**src/rtl/ringbuf_mux_pkg.sv**
```systemverilog
// Shared definitions for the multi-channel ring buffer: sample width, round-robin grant
// helper and the fill-level width macro used when RINGBUF_MUX_LEVEL_EN is defined.
`ifndef RINGBUF_MUX_PKG_SV
`define RINGBUF_MUX_PKG_SV

// Fill level spans 0..LEN inclusive, hence one bit more than the pointer width.
`define RINGBUF_MUX_FILL_W(len_log2) ((len_log2) + 1)

package ringbuf_mux_pkg;

  localparam int unsigned SampleW = 24;

  // Arbiter helper works on a fixed maximum channel count; callers zero-pad.
  localparam int unsigned MaxCh  = 16;
  localparam int unsigned MaxChW = 4;

  typedef struct packed {
    logic              valid;
    logic [MaxChW-1:0] idx;
  } grant_t;

  // First requester at or after ptr, scanning upward modulo num_ch.
  function automatic grant_t rr_grant(input logic [MaxCh-1:0]  req,
                                      input logic [MaxChW-1:0] ptr,
                                      input int unsigned       num_ch);
    grant_t      g;
    int unsigned c;
    g = '0;
    for (int unsigned i = 0; i < MaxCh; i++) begin
      c = (32'(ptr) + i) % num_ch;
      if (i < num_ch && !g.valid && req[c[MaxChW-1:0]]) begin
        g.valid = 1'b1;
        g.idx   = c[MaxChW-1:0];
      end
    end
    return g;
  endfunction

endpackage

`endif

```
**src/rtl/ringbuf_mux_if.sv**
```systemverilog
// Bus bundle between the input receivers / resampler_core and ringbuf_mux.
// fill_o exists only when RINGBUF_MUX_LEVEL_EN is defined.
interface ringbuf_mux_if
  import ringbuf_mux_pkg::*;
#(
  parameter int unsigned NUM_CH      = 2,
  parameter int unsigned NUM_CH_LOG2 = 1,
  parameter int unsigned LEN_LOG2    = 6
);

  logic [SampleW*NUM_CH-1:0] data_i;
  logic [NUM_CH-1:0]         we_i;
  logic [NUM_CH_LOG2-1:0]    rd_ch_i;
  logic [LEN_LOG2-1:0]       offset_i;
  logic [NUM_CH-1:0]         pop_i;
  logic                      flags_clr_i;
  logic [SampleW-1:0]        data_o;
  logic [NUM_CH-1:0]         ovf_o;
  logic [NUM_CH-1:0]         unf_o;
`ifdef RINGBUF_MUX_LEVEL_EN
  logic [`RINGBUF_MUX_FILL_W(LEN_LOG2)*NUM_CH-1:0] fill_o;
`endif

  modport master (
    output data_i, we_i, rd_ch_i, offset_i, pop_i, flags_clr_i,
    input  data_o, ovf_o, unf_o
`ifdef RINGBUF_MUX_LEVEL_EN
    , fill_o
`endif
  );

  modport slave (
    input  data_i, we_i, rd_ch_i, offset_i, pop_i, flags_clr_i,
    output data_o, ovf_o, unf_o
`ifdef RINGBUF_MUX_LEVEL_EN
    , fill_o
`endif
  );

endinterface

```
**src/rtl/ringbuf_mux_ram.sv**
```systemverilog
// Simple dual-port RAM: synchronous write, registered read (read-before-write on collision).
// Only the read register is reset; array contents survive reset.
module ringbuf_mux_ram #(
  parameter int unsigned Depth = 128,
  parameter int unsigned AddrW = 7,
  parameter int unsigned Width = 24
) (
  input  logic             clk,
  input  logic             rst,
  input  logic             we,
  input  logic [AddrW-1:0] waddr,
  input  logic [Width-1:0] wdata,
  input  logic [AddrW-1:0] raddr,
  output logic [Width-1:0] rdata
);

  logic [Width-1:0] mem [Depth];

  // Write port.
  always_ff @(posedge clk) begin
    if (we) begin
      mem[waddr] <= wdata;
    end
  end

  // Registered read port; sees the pre-write contents of a same-cycle write.
  always_ff @(posedge clk) begin
    if (rst) begin
      rdata <= '0;
    end else begin
      rdata <= mem[raddr];
    end
  end

endmodule

```
**src/rtl/ringbuf_mux.sv**
```systemverilog
// Multi-channel ring buffer controller: NUM_CH FIFOs of LEN samples in one shared RAM.
// Per-channel pending registers absorb input writes and drain round-robin into the RAM write
// port; the read port is dedicated to offset reads from resampler_core.
// Optional feature macro: RINGBUF_MUX_LEVEL_EN adds the registered fill_o level output.
module ringbuf_mux
  import ringbuf_mux_pkg::*;
#(
  parameter int unsigned NUM_CH      = 2,
  parameter int unsigned NUM_CH_LOG2 = 1,
  parameter int unsigned LEN         = 64,
  parameter int unsigned LEN_LOG2    = 6
) (
  input logic          clk,
  input logic          rst,
  ringbuf_mux_if.slave bus
);

  localparam int unsigned CntW  = `RINGBUF_MUX_FILL_W(LEN_LOG2);
  localparam int unsigned AddrW = NUM_CH_LOG2 + LEN_LOG2;

  logic [SampleW-1:0]     pend_q [NUM_CH];
  logic [SampleW-1:0]     pend_d [NUM_CH];
  logic [NUM_CH-1:0]      pend_v_q, pend_v_d;
  logic [NUM_CH_LOG2-1:0] rr_q, rr_d;
  logic [LEN_LOG2-1:0]    rptr_q [NUM_CH];
  logic [LEN_LOG2-1:0]    rptr_d [NUM_CH];
  logic [LEN_LOG2-1:0]    wptr_q [NUM_CH];
  logic [LEN_LOG2-1:0]    wptr_d [NUM_CH];
  logic [CntW-1:0]        cnt_q [NUM_CH];
  logic [CntW-1:0]        cnt_d [NUM_CH];
  logic [NUM_CH-1:0]      ovf_q, ovf_d, unf_q, unf_d;

  grant_t                 gnt;
  logic [MaxCh-1:0]       req_ext;
  logic [NUM_CH_LOG2-1:0] gnt_ch;
  logic [NUM_CH-1:0]      drain, commit, pop_ok, full, blocked;
  logic                   unused_gnt;

  logic                   ram_we;
  logic [AddrW-1:0]       ram_waddr, ram_raddr;
  logic [SampleW-1:0]     ram_wdata, rd_data;
  logic [LEN_LOG2-1:0]    rd_off;

  // Round-robin pick of one pending entry to drain; pointer moves past the winner.
  always_comb begin
    req_ext              = '0;
    req_ext[NUM_CH-1:0]  = pend_v_q;
    gnt                  = rr_grant(req_ext, MaxChW'(rr_q), NUM_CH);
    gnt_ch               = gnt.idx[NUM_CH_LOG2-1:0];
    drain                = '0;
    rr_d                 = rr_q;
    if (gnt.valid) begin
      drain[gnt_ch] = 1'b1;
      rr_d          = (gnt_ch == NUM_CH_LOG2'(NUM_CH - 1)) ? '0 : gnt_ch + 1'b1;
    end
  end

  assign unused_gnt = ^gnt.idx;

  // Per-channel pending capture, commit/pop bookkeeping and sticky flags.
  always_comb begin
    ovf_d    = ovf_q & ~{NUM_CH{bus.flags_clr_i}};
    unf_d    = unf_q & ~{NUM_CH{bus.flags_clr_i}};
    pend_v_d = pend_v_q;
    pop_ok   = '0;
    full     = '0;
    commit   = '0;
    blocked  = '0;
    for (int k = 0; k < NUM_CH; k++) begin
      pend_d[k]  = pend_q[k];
      rptr_d[k]  = rptr_q[k];
      wptr_d[k]  = wptr_q[k];
      pop_ok[k]  = bus.pop_i[k] && (cnt_q[k] != '0);
      full[k]    = (cnt_q[k] == CntW'(LEN));
      // A pop in the same cycle frees the slot, so a commit into a full buffer succeeds.
      commit[k]  = drain[k] && (!full[k] || pop_ok[k]);
      blocked[k] = pend_v_q[k] && !drain[k];

      if (bus.we_i[k] && !blocked[k]) begin
        pend_d[k]   = bus.data_i[k*SampleW +: SampleW];
        pend_v_d[k] = 1'b1;
      end else if (drain[k]) begin
        pend_v_d[k] = 1'b0;
      end

      if (commit[k]) begin
        wptr_d[k] = wptr_q[k] + 1'b1;
      end
      if (pop_ok[k]) begin
        rptr_d[k] = rptr_q[k] + 1'b1;
      end
      cnt_d[k] = cnt_q[k] + CntW'(commit[k]) - CntW'(pop_ok[k]);

      if ((bus.we_i[k] && blocked[k]) || (drain[k] && !commit[k])) begin
        ovf_d[k] = 1'b1;
      end
      if (bus.pop_i[k] && !pop_ok[k]) begin
        unf_d[k] = 1'b1;
      end
    end
  end

  // RAM port addressing.
  always_comb begin
    ram_we    = |commit;
    ram_waddr = {gnt_ch, wptr_q[gnt_ch]};
    ram_wdata = pend_q[gnt_ch];
    rd_off    = rptr_q[bus.rd_ch_i] + bus.offset_i;
    ram_raddr = {bus.rd_ch_i, rd_off};
  end

  // State registers.
  always_ff @(posedge clk) begin
    if (rst) begin
      pend_v_q <= '0;
      rr_q     <= '0;
      ovf_q    <= '0;
      unf_q    <= '0;
      for (int k = 0; k < NUM_CH; k++) begin
        pend_q[k] <= '0;
        rptr_q[k] <= '0;
        wptr_q[k] <= '0;
        cnt_q[k]  <= '0;
      end
    end else begin
      pend_v_q <= pend_v_d;
      rr_q     <= rr_d;
      ovf_q    <= ovf_d;
      unf_q    <= unf_d;
      for (int k = 0; k < NUM_CH; k++) begin
        pend_q[k] <= pend_d[k];
        rptr_q[k] <= rptr_d[k];
        wptr_q[k] <= wptr_d[k];
        cnt_q[k]  <= cnt_d[k];
      end
    end
  end

  ringbuf_mux_ram #(
    .Depth(NUM_CH * LEN),
    .AddrW(AddrW),
    .Width(SampleW)
  ) u_ram (
    .clk  (clk),
    .rst  (rst),
    .we   (ram_we),
    .waddr(ram_waddr),
    .wdata(ram_wdata),
    .raddr(ram_raddr),
    .rdata(rd_data)
  );

  assign bus.data_o = rd_data;
  assign bus.ovf_o  = ovf_q;
  assign bus.unf_o  = unf_q;

`ifdef RINGBUF_MUX_LEVEL_EN
  logic [CntW*NUM_CH-1:0] fill_q;

  // Fill level, one cycle behind the internal count.
  always_ff @(posedge clk) begin
    if (rst) begin
      fill_q <= '0;
    end else begin
      for (int k = 0; k < NUM_CH; k++) begin
        fill_q[k*CntW +: CntW] <= cnt_q[k];
      end
    end
  end

  assign bus.fill_o = fill_q;
`endif

endmodule

```
**src/flat_wrapper.sv**
```systemverilog
// flat-port wrapper written by rule: the top's interface ports become plain ports
module ringbuf_mux_flat import ringbuf_mux_pkg::*;
#(
  parameter int unsigned NUM_CH      = 2,
  parameter int unsigned NUM_CH_LOG2 = 1,
  parameter int unsigned LEN         = 64,
  parameter int unsigned LEN_LOG2    = 6
)
  (clk, rst, bus_data_i, bus_we_i, bus_rd_ch_i, bus_offset_i, bus_pop_i, bus_flags_clr_i, bus_data_o, bus_ovf_o, bus_unf_o);
  ringbuf_mux_if #(.NUM_CH(NUM_CH), .NUM_CH_LOG2(NUM_CH_LOG2), .LEN_LOG2(LEN_LOG2)) bus_i ();
  input logic clk;
  input logic rst;
  input wire logic [$bits(bus_i.data_i)-1:0] bus_data_i;
  input wire logic [$bits(bus_i.we_i)-1:0] bus_we_i;
  input wire logic [$bits(bus_i.rd_ch_i)-1:0] bus_rd_ch_i;
  input wire logic [$bits(bus_i.offset_i)-1:0] bus_offset_i;
  input wire logic [$bits(bus_i.pop_i)-1:0] bus_pop_i;
  input wire logic [$bits(bus_i.flags_clr_i)-1:0] bus_flags_clr_i;
  output wire logic [$bits(bus_i.data_o)-1:0] bus_data_o;
  output wire logic [$bits(bus_i.ovf_o)-1:0] bus_ovf_o;
  output wire logic [$bits(bus_i.unf_o)-1:0] bus_unf_o;
  assign bus_i.data_i = bus_data_i;
  assign bus_i.we_i = bus_we_i;
  assign bus_i.rd_ch_i = bus_rd_ch_i;
  assign bus_i.offset_i = bus_offset_i;
  assign bus_i.pop_i = bus_pop_i;
  assign bus_i.flags_clr_i = bus_flags_clr_i;
  assign bus_data_o = bus_i.data_o;
  assign bus_ovf_o = bus_i.ovf_o;
  assign bus_unf_o = bus_i.unf_o;
  ringbuf_mux #(.NUM_CH(NUM_CH), .NUM_CH_LOG2(NUM_CH_LOG2), .LEN(LEN), .LEN_LOG2(LEN_LOG2)) u_core (.clk(clk), .rst(rst), .bus(bus_i));
endmodule
```
**config.mk**
```make
export PLATFORM = sky130hd
export DESIGN_NAME = ringbuf_mux_flat
export DESIGN_NICKNAME = d
export VERILOG_FILES = /design/src/rtl/ringbuf_mux_pkg.sv /design/src/rtl/ringbuf_mux_if.sv /design/src/rtl/ringbuf_mux_ram.sv /design/src/rtl/ringbuf_mux.sv /design/src/flat_wrapper.sv
export SDC_FILE = /design/constraint.sdc
export NUM_CORES = 2
export LEC_CHECK = 0
export CELL_PAD_IN_SITES_DETAIL_PLACEMENT = 1
export CELL_PAD_IN_SITES_GLOBAL_PLACEMENT = 1
export CORE_UTILIZATION = 50
export DETAILED_ROUTE_END_ITERATION = 16
export MAX_ROUTING_LAYER = met4
export PLACE_DENSITY_LB_ADDON = 0.1
export SYNTH_ARGS = -nofsm -noshare
export SYNTH_HDL_FRONTEND = slang
export SYNTH_SLANG_ARGS = --single-unit
```
**constraint.sdc**
```tcl
create_clock -name clk -period 4.4 [get_ports clk]
set_input_delay 0.88 -clock clk [delete_from_list [all_inputs] [get_ports clk]]
set_output_delay 0.88 -clock clk [all_outputs]
set_load 0.005 [all_outputs]
```
# After elaboration in Yosys (flattened, before gate mapping)
# Memory sizes are Yosys's and may differ from the RTL's. A register that Yosys moved wholly into a read port is not among the register bits.
# Cells that the tools add are included.
# totals
reg_bits	7
ramBits	3158
input_bits	62
out_inout_bits	28
elab_cells	115
mem_count	5
# op_classes
add_sub_neg	11
magnitude_cmp	4
n_eq_ne	4
muxes	37
bitwise	11
reduce_logical	38
# mem_list
name	depth	width	read_ports	rd_clocked_by_memory_dff	wr	line_no	text
u_core.u_ram.mem	128	24	1	1	1	ringbuf_mux_ram.sv:17	logic [Width-1:0] mem [Depth];
u_core.pend_q	2	24	1	0	2	ringbuf_mux.sv:21	logic [SampleW-1:0] pend_q [NUM_CH];
u_core.cnt_q	2	7	2	0	2	ringbuf_mux.sv:29	logic [CntW-1:0] cnt_q [NUM_CH];
u_core.rptr_q	2	6	3	0	2	ringbuf_mux.sv:25	logic [LEN_LOG2-1:0] rptr_q [NUM_CH];
u_core.wptr_q	2	6	3	0	2	ringbuf_mux.sv:27	logic [LEN_LOG2-1:0] wptr_q [NUM_CH];
# ops
cell	count
24-bit two-way mux	4
6-bit two-way mux	8
6-bit by 1-bit adder with 6-bit output, second input constant	4
1-bit two-way mux	19
1-bit logical AND	16
7-bit by 1-bit adder with 7-bit output	2
7-bit == test, second input constant	2
7-bit two-way mux	2
7-bit nonzero test	2
7-bit by 1-bit subtractor with 7-bit output	2
1-bit zero test	11
1-bit by 5-bit less-than comparator with 1-bit output, second input constant	2
5-bit two-way mux	2
1-bit bitwise OR	8
6-bit adder	1
2-bit bitwise AND	2
1-bit logical OR	4
2-bit AND reduction	2
2-bit nonzero test	2
1-bit adder, second input constant	2
1-bit by 2-bit less-than comparator with 1-bit output, second input constant	1
2-bit two-way mux	1
1-bit != test, second input constant	2
2-bit inverter	1
other kinds (3)	3

# Depth between registers and ports, before layout
# depth
word_depth	18
mapped_depth	18
depth_no_buf	17

# By module
# A second synthesis with hierarchy kept.
# hier_totals
cells_unflattened	6385
hier_area_um2	124247.9
# by_module_without_submodules
mod	instances	cells_each	area_each_um2	seq_area_each_um2
ringbuf_mux_ram	1	5936	119374.5	92728.9
ringbuf_mux	1	449	4873.4	2342.2

# Least setup slack after synthesis
# No wires, ideal clock.
# synth_timing
kind	in2reg
from	input bus_rd_ch_i
to	register u_core.u_ram.rdata[23], read port of u_core.u_ram.mem
setup_ns	0.139
arrival_time_ns	4.158
t_required_ns	4.261
slack_ns	0.103
cell_stages	15
n_path_buf	6
cell_sequence	buf_2 > mux2_2 > ha_1 > inv_1 > fa_1 > buf_2 > buf_2 > buf_2 > buf_1 > buf_1 > mux4_2 > nand3_1 > a41oi_1 > nor4_1 > o221ai_1
# synth_between
elab_chain_cells	2
# synth_rtl
item	line_no	text
from (decl)	flat_wrapper.sv:15	input wire logic [$bits(bus_i.rd_ch_i)-1:0] bus_rd_ch_i;
memory read 2 x 6 bit	--	
6-bit adder	ringbuf_mux.sv:108	rd_off = rptr_q[bus.rd_ch_i] + bus.offset_i;
to (decl)	ringbuf_mux_ram.sv:14	output logic [Width-1:0] rdata
# Parallel ways exist; a longest one is shown, timed or not.
# A chain may end at the register's enable or synchronous reset.

# Worst setup path after layout
# layout_timing
from	input bus_rd_ch_i
to	register u_core.u_ram.rdata[5], read port of u_core.u_ram.mem
# Same word-level chain as after synthesis.

==> impl_metrics.env <==
export IMPL_ys_flop_type="edfxtp_1"
export IMPL_yosysMostFrequentCell="edfxtp_1"
export IMPL_nNetsFinal=6603
export IMPL_peakVddDrop_v=0.000360
export IMPL_synth_avg_cell_area_um2=21.2
export IMPL_synth_cell_types=54
export IMPL_final_core_util=0.595
export IMPL_ant_nets=0
export IMPL_drive_gt1_frac=0.309
export IMPL_grt_util_met3=0.0412
export IMPL_fin_area_mm2=0.145
export IMPL_post_cts_buffers=0
export IMPL_finalSetupViolCount=0
export IMPL_fin_ws_ns=0.0754
export IMPL_avgRoutedWirePerCell_um=34.5
export IMPL_fin_skew_ns=0.0576
export IMPL_dp_hpwl_mm=211
export IMPL_yosysTopAreaCell="edfxtp_1"
export IMPL_post_cts_resize_count=0
export IMPL_end_kind="register"
export IMPL_dp_slack_ns=-0.938
export IMPL_yosys_top_cells_area="edfxtp_1 (76%), mux4_2 (15%), nand3_1 (1.8%), dfxtp_1 (1.1%), nand2_1 (0.90%)"
export IMPL_p_per_area_mw_per_mm2=563
export IMPL_post_route_min_period_ns=4.32
export IMPL_cp_required_ns=5.22
export IMPL_synth_edf_count=3120
export IMPL_worst_path_max_delay_cell="fa_4"
export IMPL_firstDrtPassIters=6
export IMPL_syn_num_nets=5876
export IMPL_dpl_cell_area_mm2=0.135
export IMPL_die_area_mm2=0.247
export IMPL_grt_pass1_wl_mm=489
export IMPL_core_area_mm2=0.244
export IMPL_ys_ff_latch=3189
export IMPL_p_leak_nw=46.6
export IMPL_tritoncts="done"
export IMPL_crit_type="input pin to register"
export IMPL_grtUsageTotal=0.288
export IMPL_clkTransAtPathRegs_ns=0.06
export IMPL_cts_sinks=3189
export IMPL_syn_inst=5784
export IMPL_power_w=0.0816
export IMPL_cts_buffer_depth=4
export IMPL_grtUsageMet1=0.400
export IMPL_syn_cell_area_mm2=0.123
export IMPL_syn_to_final_growth_pct=18.2
export IMPL_status="complete, no violations"
export IMPL_rsz0062_at_grt="false"
export IMPL_die_h_um=497
export IMPL_start_util=0.504
export IMPL_tightestPinTransition_ns=1.26
export IMPL_finalWirelength_mm=344
export IMPL_hold_buffers=0
export IMPL_fin_crit_sh=0.983
export IMPL_grt_use_met2=0.446
export IMPL_drc=0
export IMPL_vias=62900
export IMPL_worstPathArrival_ns=5.14
export IMPL_hold_class="register to register"
export IMPL_rrSetupSlack_ns=0.28
export IMPL_crit_fanout=42
export IMPL_seq_area_frac_synth=0.775
export IMPL_antenna_found_initial=11
export IMPL_hold_violations=0
export IMPL_grt_max_degree=129
export IMPL_yosys_area_top_type_share=0.763
export IMPL_grt_busiest_layer="met2"
export IMPL_maxCapViolCount=0
export IMPL_grt_pass1_vias=65500
export IMPL_viasPerCell=6.31
export IMPL_crit_chain="clkdlybuf4s50_1, buf_12, mux2_2, ha_4, inv_1, fa_4, buf_12, buf_12, buf_12, mux4_2, mux4_2, mux2i_1, buf_4, o221ai_1"
export IMPL_yosys_warnings=0
export IMPL_htreeDepth=5
export IMPL_root_buffer="clkbuf_16"
export IMPL_cts_buffers_inserted=342
export IMPL_relSlewSlack=0.159
export IMPL_critPathMostFrequentCell="buf_12"
export IMPL_insertion_delay_ns=0.97
export IMPL_async_flop_share=0
export IMPL_drt_iter0_markers=7448
export IMPL_dieWidth_um=497
export IMPL_synth_common_cells="edfxtp_1 (3120), mux4_2 (807), nand3_1 (437)"
export IMPL_startpoint_type="input pin"
export IMPL_fmax_ghz=0.231
export IMPL_hold_ws_ns=0.495
export IMPL_rows=181
export IMPL_num_io_pins=90
export IMPL_gp_congestion=0.861
export IMPL_final_max_slew_viol_count=0
export IMPL_grt_overflow=0
export IMPL_critPathMaxStageDelay_ns=0.93
export IMPL_io_buffers=89
-- layout make-up --
cell class                 instances  area, um2
antenna                            6       15.0
clock buffer                     436       9120
clock inverter                   156       1380
fill                           20200      98600
inverter                          28        105
multi-input combinational       2222      26900
sequential                      3189      95100
tap                             3202       4010
timing repair buffer             728       8450
-- registers in the layout, indices dropped and copies added, names as in the netlist --
name                cells
u_core.u_ram.rdata     24
u_core.pend_q          48
u_core.u_ram.mem     3072
u_core.rptr_q          12
u_core.pend_v_q         2
u_core.bus.ovf_o        2
u_core.bus.unf_o        2
u_core.rr_q             1
u_core.cnt_q           14
u_core.wptr_q          12
-- per-layer routing --
layer  up-vias  wire [um]
li1      25600          -
met1     34200     142000
met2      2696     166000
met3       490      24500
met4         0      11200
met5         -          0
-- metrics by stage --
| stage | setup TNS, ns | instances |
|---|---|---|
| 2_1_floorplan | 0 | 5784 |
| 3_3_place_gp | -18.75 | 9369 |
| 3_5_place_dp | -18.17 | 9369 |
| 4_1_cts | 0 | 9961 |
| 5_1_grt | 0 | 9962 |
| 6_report | 0 | 9967 |
-- path summary, 6_finish.rpt --
kind                                                  startpoint                                to  depth (start not counted)
worst min-delay path              u_core.bus.ovf_o[0]$_SDFF_PP0_    u_core.bus.ovf_o[0]$_SDFF_PP0_                          2
worst max register to register  u_core.rptr_q[0][0]$_SDFFE_PP0P_  u_core.u_ram.rdata[5]$_SDFF_PP0_                         12
worst max-delay path                                 bus_rd_ch_i  u_core.u_ram.rdata[5]$_SDFF_PP0_                         14
worst min register to register    u_core.bus.ovf_o[0]$_SDFF_PP0_    u_core.bus.ovf_o[0]$_SDFF_PP0_                          2
-- cell usage in the layout, fill, tap and decap left out, types with 10 or more instances in the layout --
cell             synthesis  layout
a21oi_1                 20      20
a22oi_1                 10      10
a41oi_1                 84      84
and2_1                  52      52
and3_1                  26      26
buf_12                   0     221
buf_4                    9     418
bufinv_16                0      24
clkbuf_1               183      80
clkbuf_16                0     348
clkdlybuf4s50_1          0      88
clkinv_1                 0      59
clkinv_2                 0      55
clkinvlp_4               0      11
dfxtp_1                 69      69
edfxtp_1              3120    3120
ha_1                    27      26
inv_1                   28      28
mux2i_1                 56      56
mux4_2                 807     807
nand2_1                295     271
nand2_4                  0      24
nand2b_1                11      11
nand3_1                437     431
nand4_1                 35      35
nor2_1                 196      68
nor2_2                   0     114
nor2_4                   0      14
nor4_1                  25      16
o221ai_1                21      21
xnor2_1                 15      12
xor2_1                  19      16
-- worst max-delay path, delay by kind of cell --
kind	cells	cell delay (ns)
AO/OA/AOI/OAI	1	0.10
multiplexers	4	1.52
buffers and inverters	7	1.51
adder cells (fa/ha/maj)	2	1.06
-- where the power goes --
group	total (W)	leakage (nW)	switching [W]	internal, W
combinational	0.0197	12.4	0.0104	0.00937
sequential	0.0343	29.0	0.000234	0.0341
clock	0.0275	5.13	0.0116	0.0160
total	0.0816	46.6	0.0222	0.0594
-- cell families (layout without fill, tap and decap cells) --
| family | Yosys count | after routing | synth area share |
|---|---|---|---|
| flops | 3189 | 3189 | 0.775 |
| simple gates | 1110 | 1110 | 0.0423 |
| mux | 869 | 869 | 0.153 |
| buf+inv | 373 | 1348 | 0.0126 |
| compound gates | 179 | 179 | 0.0115 |
| xor+xnor | 34 | 34 | 0.00243 |
| fa+ha+maj | 30 | 30 | 0.00324 |
| other cells | 0 | 6 | 0 |
No activity file was read; power rests on OpenSTA's default activity.
